### src/rtl/aes_const.sv
// Shared AES geometry: column count and derived block/index widths, plus the
// column-select helper used wherever a packed block is split into words.
package aes_const;

    localparam int Nb        = 4;
    localparam int AES_BLK_W = 32 * Nb;
    localparam int AES_IDX_W = $clog2(Nb);

    // Column 0 lives in the most significant word of the packed block.
    function automatic logic [31:0] blk_col(input logic [AES_BLK_W-1:0] blk,
                                            input logic [AES_IDX_W-1:0] idx);
        return blk[AES_BLK_W-1-32*int'(idx) -: 32];
    endfunction

endpackage

### src/rtl/aes_out_stream_if.sv
// Block-in / word-out handshake bundle for the AES output stream stage.
interface aes_out_stream_if;
    import aes_const::*;

    logic                 flush;
    logic                 blk_valid;
    logic                 blk_ready;
    logic [AES_BLK_W-1:0] blk_data;
    logic                 word_valid;
    logic                 word_ready;
    logic [31:0]          word_data;
    logic                 word_last;
    logic [AES_IDX_W-1:0] word_idx;

    modport master (
        output flush, blk_valid, blk_data, word_ready,
        input  blk_ready, word_valid, word_data, word_last, word_idx
    );

    modport slave (
        input  flush, blk_valid, blk_data, word_ready,
        output blk_ready, word_valid, word_data, word_last, word_idx
    );

endinterface

### src/rtl/aes_out_stream_blk_fifo.sv
// DEPTH-entry whole-block FIFO; flush clears pointers and count and wins over
// any push or pop in the same cycle.
module aes_blk_fifo
    import aes_const::*;
#(
    parameter  int DEPTH = 2,
    localparam int PTR_W = $clog2(DEPTH),
    localparam int CNT_W = $clog2(DEPTH + 1)
) (
    input  logic                 clk,
    input  logic                 rst,
    input  logic                 flush,
    input  logic                 push,
    input  logic                 pop,
    input  logic [AES_BLK_W-1:0] wr_data,
    output logic [AES_BLK_W-1:0] rd_data,
    output logic [CNT_W-1:0]     count,
    output logic                 full,
    output logic                 empty
);

    logic [DEPTH-1:0][AES_BLK_W-1:0] mem_q, mem_d;
    logic [PTR_W-1:0] wr_ptr_q, wr_ptr_d;
    logic [PTR_W-1:0] rd_ptr_q, rd_ptr_d;
    logic [CNT_W-1:0] count_q, count_d;
    logic             do_push, do_pop;

    assign full    = (count_q == CNT_W'(DEPTH));
    assign empty   = (count_q == '0);
    assign count   = count_q;
    assign rd_data = mem_q[rd_ptr_q];
    assign do_push = push && !full && !flush;
    assign do_pop  = pop && !empty && !flush;

    always_comb begin
        mem_d    = mem_q;
        wr_ptr_d = wr_ptr_q;
        rd_ptr_d = rd_ptr_q;
        count_d  = count_q;
        if (flush) begin
            wr_ptr_d = '0;
            rd_ptr_d = '0;
            count_d  = '0;
        end else begin
            if (do_push) begin
                mem_d[wr_ptr_q] = wr_data;
                wr_ptr_d        = wr_ptr_q + PTR_W'(1);
            end
            if (do_pop) rd_ptr_d = rd_ptr_q + PTR_W'(1);
            count_d = count_q + CNT_W'(do_push) - CNT_W'(do_pop);
        end
    end

    // Storage needs no reset: nothing reads it while count is zero.
    always_ff @(posedge clk) begin
        mem_q <= mem_d;
    end

    always_ff @(posedge clk or posedge rst) begin
        if (rst) begin
            wr_ptr_q <= '0;
            rd_ptr_q <= '0;
            count_q  <= '0;
        end else begin
            wr_ptr_q <= wr_ptr_d;
            rd_ptr_q <= rd_ptr_d;
            count_q  <= count_d;
        end
    end

endmodule

### src/rtl/aes_out_stream.sv
// Buffers whole cipher blocks and streams each as Nb 32-bit words, column 0
// first. Word counter and column mux sit on the FIFO head.
module aes_out_stream
    import aes_const::*;
#(
    parameter int DEPTH = 2
) (
    input logic             clk,
    input logic             rst,
    aes_out_stream_if.slave bus
);

    localparam int CNT_W = $clog2(DEPTH + 1);

    logic [AES_BLK_W-1:0] head;
    logic [CNT_W-1:0]     fifo_count;
    logic                 fifo_full, fifo_empty;
    logic [AES_IDX_W-1:0] word_idx_q, word_idx_d;
    logic                 push, word_pop, blk_pop, at_last;

    assign at_last  = (word_idx_q == AES_IDX_W'(Nb - 1));
    assign push     = bus.blk_valid && !fifo_full;
    assign word_pop = !fifo_empty && bus.word_ready;
    assign blk_pop  = word_pop && at_last;

    // Ready comes only from occupancy, so a full buffer refuses input even
    // in the cycle its head block is finishing.
    assign bus.blk_ready  = !fifo_full;
    assign bus.word_valid = (fifo_count != '0);
    assign bus.word_data  = fifo_empty ? '0 : blk_col(head, word_idx_q);
    assign bus.word_last  = !fifo_empty && at_last;
    assign bus.word_idx   = word_idx_q;

    always_comb begin
        word_idx_d = word_idx_q;
        if (bus.flush)    word_idx_d = '0;
        else if (word_pop) word_idx_d = at_last ? '0 : word_idx_q + AES_IDX_W'(1);
    end

    always_ff @(posedge clk or posedge rst) begin
        if (rst) word_idx_q <= '0;
        else     word_idx_q <= word_idx_d;
    end

    aes_blk_fifo #(.DEPTH(DEPTH)) u_fifo (
        .clk     (clk),
        .rst     (rst),
        .flush   (bus.flush),
        .push    (push),
        .pop     (blk_pop),
        .wr_data (bus.blk_data),
        .rd_data (head),
        .count   (fifo_count),
        .full    (fifo_full),
        .empty   (fifo_empty)
    );

endmodule

### src/flat_wrapper.sv
// flat-port wrapper written by rule: the top's interface ports become plain ports
module aes_out_stream_flat import aes_const::*;
#(
    parameter int DEPTH = 2
)
  (clk, rst, bus_flush, bus_blk_valid, bus_blk_data, bus_word_ready, bus_blk_ready, bus_word_valid, bus_word_data, bus_word_last, bus_word_idx);
  aes_out_stream_if bus_i ();
  input logic clk;
  input logic rst;
  input wire logic [$bits(bus_i.flush)-1:0] bus_flush;
  input wire logic [$bits(bus_i.blk_valid)-1:0] bus_blk_valid;
  input wire logic [$bits(bus_i.blk_data)-1:0] bus_blk_data;
  input wire logic [$bits(bus_i.word_ready)-1:0] bus_word_ready;
  output wire logic [$bits(bus_i.blk_ready)-1:0] bus_blk_ready;
  output wire logic [$bits(bus_i.word_valid)-1:0] bus_word_valid;
  output wire logic [$bits(bus_i.word_data)-1:0] bus_word_data;
  output wire logic [$bits(bus_i.word_last)-1:0] bus_word_last;
  output wire logic [$bits(bus_i.word_idx)-1:0] bus_word_idx;
  assign bus_i.flush = bus_flush;
  assign bus_i.blk_valid = bus_blk_valid;
  assign bus_i.blk_data = bus_blk_data;
  assign bus_i.word_ready = bus_word_ready;
  assign bus_blk_ready = bus_i.blk_ready;
  assign bus_word_valid = bus_i.word_valid;
  assign bus_word_data = bus_i.word_data;
  assign bus_word_last = bus_i.word_last;
  assign bus_word_idx = bus_i.word_idx;
  aes_out_stream #(.DEPTH(DEPTH)) u_core (.clk(clk), .rst(rst), .bus(bus_i));
endmodule
### config.mk
export PLATFORM = sky130hd
export DESIGN_NAME = aes_out_stream_flat
export DESIGN_NICKNAME = d
export VERILOG_FILES = /design/src/rtl/aes_const.sv /design/src/rtl/aes_out_stream_if.sv /design/src/rtl/aes_out_stream_blk_fifo.sv /design/src/rtl/aes_out_stream.sv /design/src/flat_wrapper.sv
export SDC_FILE = /design/constraint.sdc
export NUM_CORES = 1
export LEC_CHECK = 0
export ABC_AREA = 1
export CAP_MARGIN = 20
export CORE_MARGIN = 2
export CORE_UTILIZATION = 30
export DETAILED_ROUTE_END_ITERATION = 8
export HOLD_SLACK_MARGIN = 0.12
export SYNTH_ARGS = -nofsm -noshare
export SYNTH_HDL_FRONTEND = slang
export SYNTH_SLANG_ARGS = --single-unit
### constraint.sdc
create_clock -name clk -period 8.57 [get_ports clk]
set_input_delay 1.714 -clock clk [delete_from_list [all_inputs] [get_ports clk]]
set_output_delay 1.714 -clock clk [all_outputs]
set_load 0.05 [all_outputs]
==> summary.txt, run 1 <==
Route
  – Routed Antenna Nets: 0
  – Vias per std cell: 4.292
  – Wirelength, routed: 27.30 mm
  – Drt drc: 0
  – Drt initial violations: 395
  – DR WL/cell: 14.79 um
  – DR pass1 iterations: 5
  – Via count: 7918

Floorplanning
  – DIE AREA: 39860 um^2
  – Die Y: 199.7 um
  – FP Rows: 71
  – Die X: 199.7 um
  – Core area: 37670 um^2
  – Io pins: 170
  – Initial Utilization: 0.3049

Setup path
  – Critical Path AT: 3990 ps
  – Top Family by Delay on Critical Path: buffers and inverters
  – Worst-path maximum fanout: 70
  – Critical Path Start Type: register
  – Critical-path cell list: inv_4 -> buf_4 -> nand2_1 -> nand3_1 -> nand2_1 -> nor2_1 -> nor2_1 -> clkdlybuf4s50_1
  – WP depth: 8
  – Worst reg2reg path depth: 4
  – Crit end category: output port
  – Slowest CP cell: dfrtp_4
  – Crit-path max cell delay: 740 ps
  – CP Class: register to output port
  – CP bufs+invs: 3
  – Data required, critical path: 6860 ps

Global routing
  – Global-route wire length before repair: 42.02 mm
  – Initial antenna violation count: 1
  – Vias in the first global route: 7859
  – Largest net degree at the start of global routing: 71
  – Gr usage total: 0.1377
  – Overflow after GRT: 0

Timing
  – Hold Vio Cnt, Final: 0
  – Worst-Margin Slew: 1007 ps
  – Final critical-path required period: 5704 ps
  – Final setup violation count: 0
  – F_max: 175.3 MHz
  – Setup Skew: 13.12 ps
  – Period Utilization, post-route: 0.6655
  – Pins Over Slew Limit: 0
  – Slew margin rel.: 0.3290
  – Final TNS setup: 0 ps
  – RSZ-0062 raised after global routing: no

Layout
  – Commonest non-fill, non-tap cells in the layout: 324 x nand2_1, 265 x inv_1, 256 x edfxtp_1, 169 x clkdlybuf4s50_1, 163 x nand3_1
  – Ant diodes: 0
  – Layout cells sized above 1: 0.04048
  – Commonest non-fill, non-tap cell in the layout: nand2_1
  – Final Cell Area: 14560 um^2
  – Layout Nets: 1449
  – Area Growth Syn to Fin: 26.76%

Power and ir drop
  – Leakage Power: 6.166 nW
  – Cell area power density: 202.6 nW/um^2
  – Worst VDD drop: 0.1367 mV

Place
  – IO buf count: 169
  – Post-placement cell area: 13670 um^2
  – Gpl congestion: 0.7327
  – Final HPWL DP: 16.59 mm

Clocking
  – Root Buffer: clkbuf_16
  – Clock transition at the registers of the reported paths: 60 ps
  – PostCTS Resize Cnt: 0
  – Clock sink total: 262
  – Max Root-Sink Buffers: 3
  – Htree depth: 1
  – Clock Latency Late Sink: 570 ps
  – Post-CTS Setup Bufs: 0
  – Hold_buf cts: 0
  – TritonCTS clock tree: done
  – CTS Buf Count: 30

Run status
  – Status: finished, final reports clean

Logic synthesis
  – Netlist Area Pre-Place: 11480 um^2
  – Register area share after synthesis: 0.6825
  – Yosys warns: 0
  – Count of state elements after synthesis: 262
  – Net Count, Synth: 1290
  – Avg Cell Area, Syn: 9.951 um^2
  – Distinct cells, synth: 16
  – Syn Inst Count: 1154

Worst hold path
  – Worst min path class: register to register
  – Number of stages on the worst hold path: 1

Flow run
  – Maxcap violations: 0
==> registers in the layout, summed over array words and instances (netlist names) <==
| signal | flops |
|---|---|
| u_core.u_fifo.count | 2 |
| u_core.u_fifo.mem_q | 256 |
| u_core.u_fifo.wr_ptr_q | 1 |
| u_core.u_fifo.rd_ptr_q | 1 |
| u_core.bus.word_idx | 2 |
==> through the flow <==
| step | worst slack, ps | std cells | power [mW] | util | hold slack (ps) |
|---|---|---|---|---|---|
| after floorplan | 623.0 | 1154 | 1.677 | - | 482.8 |
| after global placement | 3343 | 1792 | 1.813 | 0.3629 | 561.0 |
| after detailed placement | 3356 | 1792 | 1.817 | 0.3629 | 582.0 |
| after CTS | 2715 | 1845 | 2.994 | 0.3865 | 589.2 |
| after global routing | 2480 | 1845 | 3.072 | 0.3865 | 626.7 |
| final | 2866 | 1845 | 2.948 | 0.3865 | 586.8 |
==> worst paths after layout <==
path	end	startpoint	slack [ps]
hold reg to reg	u_core.u_fifo.wr_ptr_q	u_core.u_fifo.wr_ptr_q	590
setup reg to reg	u_core.u_fifo.mem_q[20]	u_core.u_fifo.count[1]	5880
hold / removal	u_core.u_fifo.wr_ptr_q	u_core.u_fifo.wr_ptr_q	590
setup / recovery	bus_word_data[17]	u_core.u_fifo.rd_ptr_q	2870
max in group asynchronous	u_core.u_fifo.rd_ptr_q	rst	6960
min in group asynchronous	u_core.u_fifo.wr_ptr_q	rst	1380
==> power by group <==
group,switching (mW),internal [mW]
Sequential,0.0146,1.46
Combinational,0.189,0.119
Clock,0.493,0.669
==> layer usage <==
metal / GRT usage / routed length, um / vias up
met5: 0 / 13 / -
met4: 0.04499 / 656 / 2
met3: 0.02700 / 1772 / 49
met2: 0.2351 / 13180 / 212
met1: 0.1750 / 11670 / 3731
li1: - / - / 3924
==> cell usage after synthesis <==
cell type | count | area (um^2)
nor2_1 | 75 | 281.5
nand4_1 | 1 | 6.260
buf_1 | 3 | 11.26
xnor2_1 | 1 | 8.760
a21oi_1 | 1 | 5.000
edfxtp_1 | 256 | 7687
inv_2 | 1 | 3.750
buf_2 | 40 | 200.2
dfrtp_1 | 6 | 150.1
clkbuf_1 | 9 | 33.78
xor2_1 | 1 | 8.760
nand3_1 | 163 | 815.8
o21ai_0 | 3 | 15.01
ha_1 | 3 | 37.54
inv_1 | 267 | 1002
nand2_1 | 324 | 1216
==> final cells by class <==
| class | count | area [um^2] |
|---|---|---|
| Fill cell | 3720 | 23110 |
| Sequential cell | 262 | 7844 |
| Multi-Input combinational cell | 572 | 2410 |
| Timing Repair Buffer | 179 | 1767 |
| Inverter | 268 | 1008 |
| Clock buffer | 39 | 784.5 |
| Tap cell | 511 | 639.4 |
| Clock inverter | 14 | 103.9 |
==> kinds of logic (layout without fill, tap and decap cells) <==
kind of cell | after synthesis | count (layout) | share of synthesized area
flops | 262 | 262 | 0.6825
compound gates | 4 | 4 | 0.001742
buf+inv | 320 | 500 | 0.1090
fa+ha+maj | 3 | 3 | 0.003269
xor+xnor | 2 | 2 | 0.001526
simple gates | 563 | 563 | 0.2020
(Power assumes the default switching activity.)
==> run 2: changes to the inputs <==
==> constraint.sdc (replaced) <==
create_clock -name clk -period 5.23 [get_ports clk]
set_input_delay 1.046 -clock clk [delete_from_list [all_inputs] [get_ports clk]]
set_output_delay 1.046 -clock clk [all_outputs]
set_load 0.05 [all_outputs]
==> run 2 against run 1 <==
Net effect: largest power group unchanged; total power up 73%; non-clock buffer count up 3; via count down 0.71%; sequential share of layout area down 0.72 points; die area unchanged; critical path depth unchanged.
==> summary.txt, run 2 (same netlist as run 1, synthesis figures left out) <==
Run status
  – Status: finished, final reports clean

Route
  – Wire length on met1: 12.13 mm
  – Vias per std cell: 4.250
  – DR WL met2: 13.19 mm
  – Drt drc: 0
  – DR WL/cell: 14.81 um
  – DR pass1 iterations: 5
  – Wirelength, routed: 27.41 mm
  – Met3 wire length: 1.597 mm
  – Routed Antenna Nets: 0
  – Top sig layer: met4
  – Drt initial violations: 491
  – Via count: 7862

Power and ir drop
  – Leakage Power: 6.264 nW
  – Worst VDD drop: 0.2306 mV
  – Final Total Pwr: 5.111 mW
  – Cell area power density: 346.4 nW/um^2

Clocking
  – TritonCTS clock tree: done
  – Clock sink total: 262
  – Root Buffer: clkbuf_16
  – Post-CTS Setup Bufs: 0
  – Max Root-Sink Buffers: 3
  – Clock transition at the registers of the reported paths: 60 ps
  – Hold_buf cts: 0
  – CTS Buf Count: 30
  – PostCTS Resize Cnt: 0
  – Htree depth: 1
  – Clock Latency Late Sink: 560 ps

Floorplanning
  – Die Y: 199.7 um
  – FP Rows: 71
  – Die X: 199.7 um
  – Core area: 37670 um^2
  – Io pins: 170
  – DIE AREA: 39860 um^2
  – Initial Utilization: 0.3049

Global routing
  – Overflow after GRT: 0
  – Initial antenna violation count: 0
  – Global-route wire length before repair: 42.30 mm
  – Largest net degree at the start of global routing: 129
  – Vias in the first global route: 7863
  – Gr usage total: 0.1376

Place
  – Final HPWL DP: 16.97 mm
  – Gpl congestion: 0.7705
  – IO buf count: 169

Timing
  – Worst-Margin Slew: 837.3 ps
  – Final critical-path required period: 4523 ps
  – Period Utilization, post-route: 0.8648
  – Slew margin rel.: 0.4418
  – Final setup violation count: 0
  – Pins Over Slew Limit: 0
  – F_max: 221.1 MHz
  – Setup Skew: 13.29 ps
  – Hold Vio Cnt, Final: 0
  – RSZ-0062 raised after global routing: no

Setup path
  – CP Class: register to output port
  – Crit end category: output port
  – Internal reg-to-reg setup slack: 2600 ps
  – Critical Path Start Type: register
  – Data required, critical path: 4180 ps
  – Worst-path maximum fanout: 69
  – Critical Path Source: u_core.u_fifo.rd_ptr_q
  – Critical Path AT: 3480 ps
  – Reg2Reg Launch Point: u_core.bus.word_idx[0]
  – Worst reg2reg path depth: 9
  – R2R Path End: u_core.u_fifo.count[1]

Layout
  – Multi-input gate area: 2410 um^2
  – Largest Register: u_core.u_fifo.mem_q
  – Layout cells sized above 1: 0.05078
  – Commonest non-fill, non-tap cells in the layout: 324 x nand2_1, 265 x inv_1, 256 x edfxtp_1, 169 x clkdlybuf4s50_1, 163 x nand3_1
  – Commonest non-fill, non-tap cell in the layout: nand2_1
  – Area Growth Syn to Fin: 28.47%
  – Largest register FFs: 256
  – Fill cells: 3715
  – Ant diodes: 0
  – FF/Latch Area: 7844 um^2
  – Final core occ: 0.3917
  – Layout Nets: 1452

Flow run
  – Maxcap violations: 0

Worst hold path
  – Worst Hold Launch: u_core.u_fifo.wr_ptr_q
  – Worst min path class: register to register
  – Number of stages on the worst hold path: 1
  – Hold endpoint: u_core.u_fifo.wr_ptr_q
==> run 2: cell types whose count changed in the layout (fill, tap and decap cells not counted), moves of 2 or more <==
cell       change
buf_12         +2
bufinv_16      +5
clkbuf_1       -5
clkinv_1       -4
clkinv_2       +5
==> run 2: worst max path at each step <==
stage	depth (start not counted)	endpoint	slack (ps)
2_1_floorplan	3	u_core.u_fifo.mem_q[0]	-2050
3_3_place_gp	8	bus_word_data[7]	1290
3_5_place_dp	8	bus_word_data[7]	1280
4_1_cts	8	bus_word_data[7]	660
5_1_grt	8	bus_word_data[27]	460
6_report	8	bus_word_data[7]	710
==> run 2: power breakdown <==
part / internal [mW] / switching, mW
combinational: 0.198 / 0.307
clock: 1.35 / 0.833
sequential: 2.40 / 0.0299
total: 3.94 / 1.17
==> run 2: final cells by class <==
class,instances,area share
clock buffer,34,0.05190
clock inverter,21,0.01840
inverter,268,0.06836
multi-input combinational,572,0.1633
sequential,262,0.5317
tap,511,0.04334
timing repair buffer,182,0.1230
==> run 2: critical path, stage by stage (launching register included) <==
cell	delay, ps
dfrtp_4	630
inv_4	640
buf_4	460
nand2_1	80
nand3_1	80
nand3_1	110
nand2_1	110
nor2_1	40
clkdlybuf4s50_1	690
==> run 2: per-stage QoR <==
| stage | cell area, um^2 | std cells | hold WS (ps) | setup TNS (ps) | worst slack (ps) |
|---|---|---|---|---|---|
| after floorplan | 11480 | 1154 | 482.8 | -524550 | -2049 |
| after global placement | 13720 | 1795 | 562.6 | 0 | 1292 |
| after detailed placement | 13720 | 1795 | 574.7 | 0 | 1275 |
| after CTS | 14750 | 1850 | 585.9 | 0 | 657.6 |
| after global routing | 14750 | 1850 | 612.6 | 0 | 460.2 |
| final | 14750 | 1850 | 579.0 | 0 | 707.0 |
==> run 2: per-layer routing <==
metal / vias to the layer above / track usage
met5: - / 0
met2: 206 / 0.2315
met1: 3687 / 0.1809
met3: 37 / 0.02633
met4: 0 / 0.03841
li1: 3932 / -
==> RTL edit (config.mk and constraints of run 2) <==
`DEPTH` is set to 2 in 3 places; all go to 4.
--- a/src/rtl/aes_out_stream_blk_fifo.sv
+++ b/src/rtl/aes_out_stream_blk_fifo.sv
@@ -3,7 +3,7 @@
 module aes_blk_fifo
     import aes_const::*;
 #(
-    parameter  int DEPTH = 2,
+    parameter  int DEPTH = 4,
     localparam int PTR_W = $clog2(DEPTH),
     localparam int CNT_W = $clog2(DEPTH + 1)
 ) (
--- a/src/rtl/aes_out_stream.sv
+++ b/src/rtl/aes_out_stream.sv
@@ -3,7 +3,7 @@
 module aes_out_stream
     import aes_const::*;
 #(
-    parameter int DEPTH = 2
+    parameter int DEPTH = 4
 ) (
     input logic             clk,
     input logic             rst,
--- a/src/flat_wrapper.sv
+++ b/src/flat_wrapper.sv
@@ -1,7 +1,7 @@
 // flat-port wrapper written by rule: the top's interface ports become plain ports
 module aes_out_stream_flat import aes_const::*;
 #(
-    parameter int DEPTH = 2
+    parameter int DEPTH = 4
 )
   (clk, rst, bus_flush, bus_blk_valid, bus_blk_data, bus_word_ready, bus_blk_ready, bus_word_valid, bus_word_data, bus_word_last, bus_word_idx);
   aes_out_stream_if bus_i ();
Function: changed (Yosys sat finds a counterexample within 4 cycles, from zero or initial values and one cycle with rst high).
==> RTL edit against run 2 <==
Area after synthesis up 93%. Largest power group unchanged. Design area up 80%. Sequential cell count up 259. Worst setup slack better by 27 ps. Combinational power up 51%. Via count up 88%. Total power up 77%. Routed wire length up 110%. The flow now finishes with violations (design-rule violations). Clock skew up 8.9 ps.
==> RTL edit: results (changes against run 2) <==
| Metric | Value |
|---|---|
| Status | `complete, but fails checks` |
| Failing checks | `design-rule violations` |
| Placement Cell Area | `24900 sq um (+82%)` |
| First-pass GRT wire length | `86000 microns (+100%)` |
| Initial antenna violation count | `17 (+17)` |
| Synth top area cells | `edfxtp_1 69%, nand2_1 13%, nand3_1 7.3%` |
| LEAKAGE | `10.6 nW (+69%)` |
| Reg2reg start | `u_core.u_fifo.count[1]` |
| Avg Synthesized Cell Area | `10.7 sq um (+7.7%)` |
| Via total after detailed routing | `14800 (+88%)` |
| Cells after DPL | `3125 (+74%)` |
| Post-synthesis xor/xnor area fraction | `0 (-0.00153)` |
| WL met3 | `4660 microns (+190%)` |
| Non-CTS buffers | `204 (+12%)` |
| Routed wl met2 | `27400 microns (+110%)` |
| Drc violations | `16 (+16)` |
| Fillers | `7068 (+90%)` |
| Layout cell share with drive strength beyond 1 | `0.0566 (+0.00583)` |
| Post-route insts no fill | `3231 (+75%)` |
| Top Metal Used | `met5` |
| Worst-Skew Late Latency | `610 ps (+50 ps)` |
| WL/cell | `18.1 microns (+22%)` |
| CTS H-tree depth | `2 (+1)` |
| Inverters | `277 (+3.4%)` |
| Clock Buffer Count | `71 (+110%)` |
## RTL edit: cell types whose count changed after synthesis, sizes merged, moves of 2 or more
cell,delta
nand2,+452
edfxtp,+256
nand3,+162
nor2,-62
buf,+45
a21oi,+33
clkbuf,+12
inv,+9
ha,+4
dfrtp,+3
o21ai,+2
## RTL edit: worst max-delay path by stage
stage / slack, ps / startpoint / cells after the start / endpoint
global route: 530 / u_core.u_fifo.rd_ptr_q[0] / 9 / bus_word_data[31]
floorplan: -2160 / bus_flush / 3 / u_core.u_fifo.mem_q[0]
global placement: 1290 / u_core.u_fifo.rd_ptr_q[0] / 9 / bus_word_data[31]
finish: 730 / u_core.u_fifo.rd_ptr_q[0] / 9 / bus_word_data[29]
detailed placement: 1320 / u_core.u_fifo.rd_ptr_q[0] / 9 / bus_word_data[29]
CTS: 660 / u_core.u_fifo.rd_ptr_q[0] / 9 / bus_word_data[31]
## RTL edit: critical path, cell delays in order (launching register included)
cell and delay [ps]:
dfrtp_4 530, inv_8 320, buf_4 410, nand2_1 80
nand2_1 70, nand2_1 50, nand3_1 60, nand3_1 100
a21oi_1 320, clkdlybuf4s50_1 860
## RTL edit: logic make-up after synthesis
logic type               Yosys count
AO/OA/AOI/OAI                     39
adder cells (fa/ha/maj)            8
buffers and inverters            386
flip-flops                       521
AND/OR/NAND/NOR                 1117
## RTL edit: layer usage
layer | global-route usage | up-vias
met5 | 0 | -
met4 | 0.0441 | 18
met3 | 0.0362 | 89
met2 | 0.238 | 447
met1 | 0.205 | 7102
li1 | - | 7099
## RTL edit: stage by stage
stage / utilization / hold WS (ps) / worst slack, ps
final: 0.364 / 583 / 734
after global routing: 0.363 / 615 / 530
after CTS: 0.363 / 572 / 662
after detailed placement: 0.341 / 567 / 1320
after global placement: 0.341 / 541 / 1290
after floorplan: - / 516 / -2160
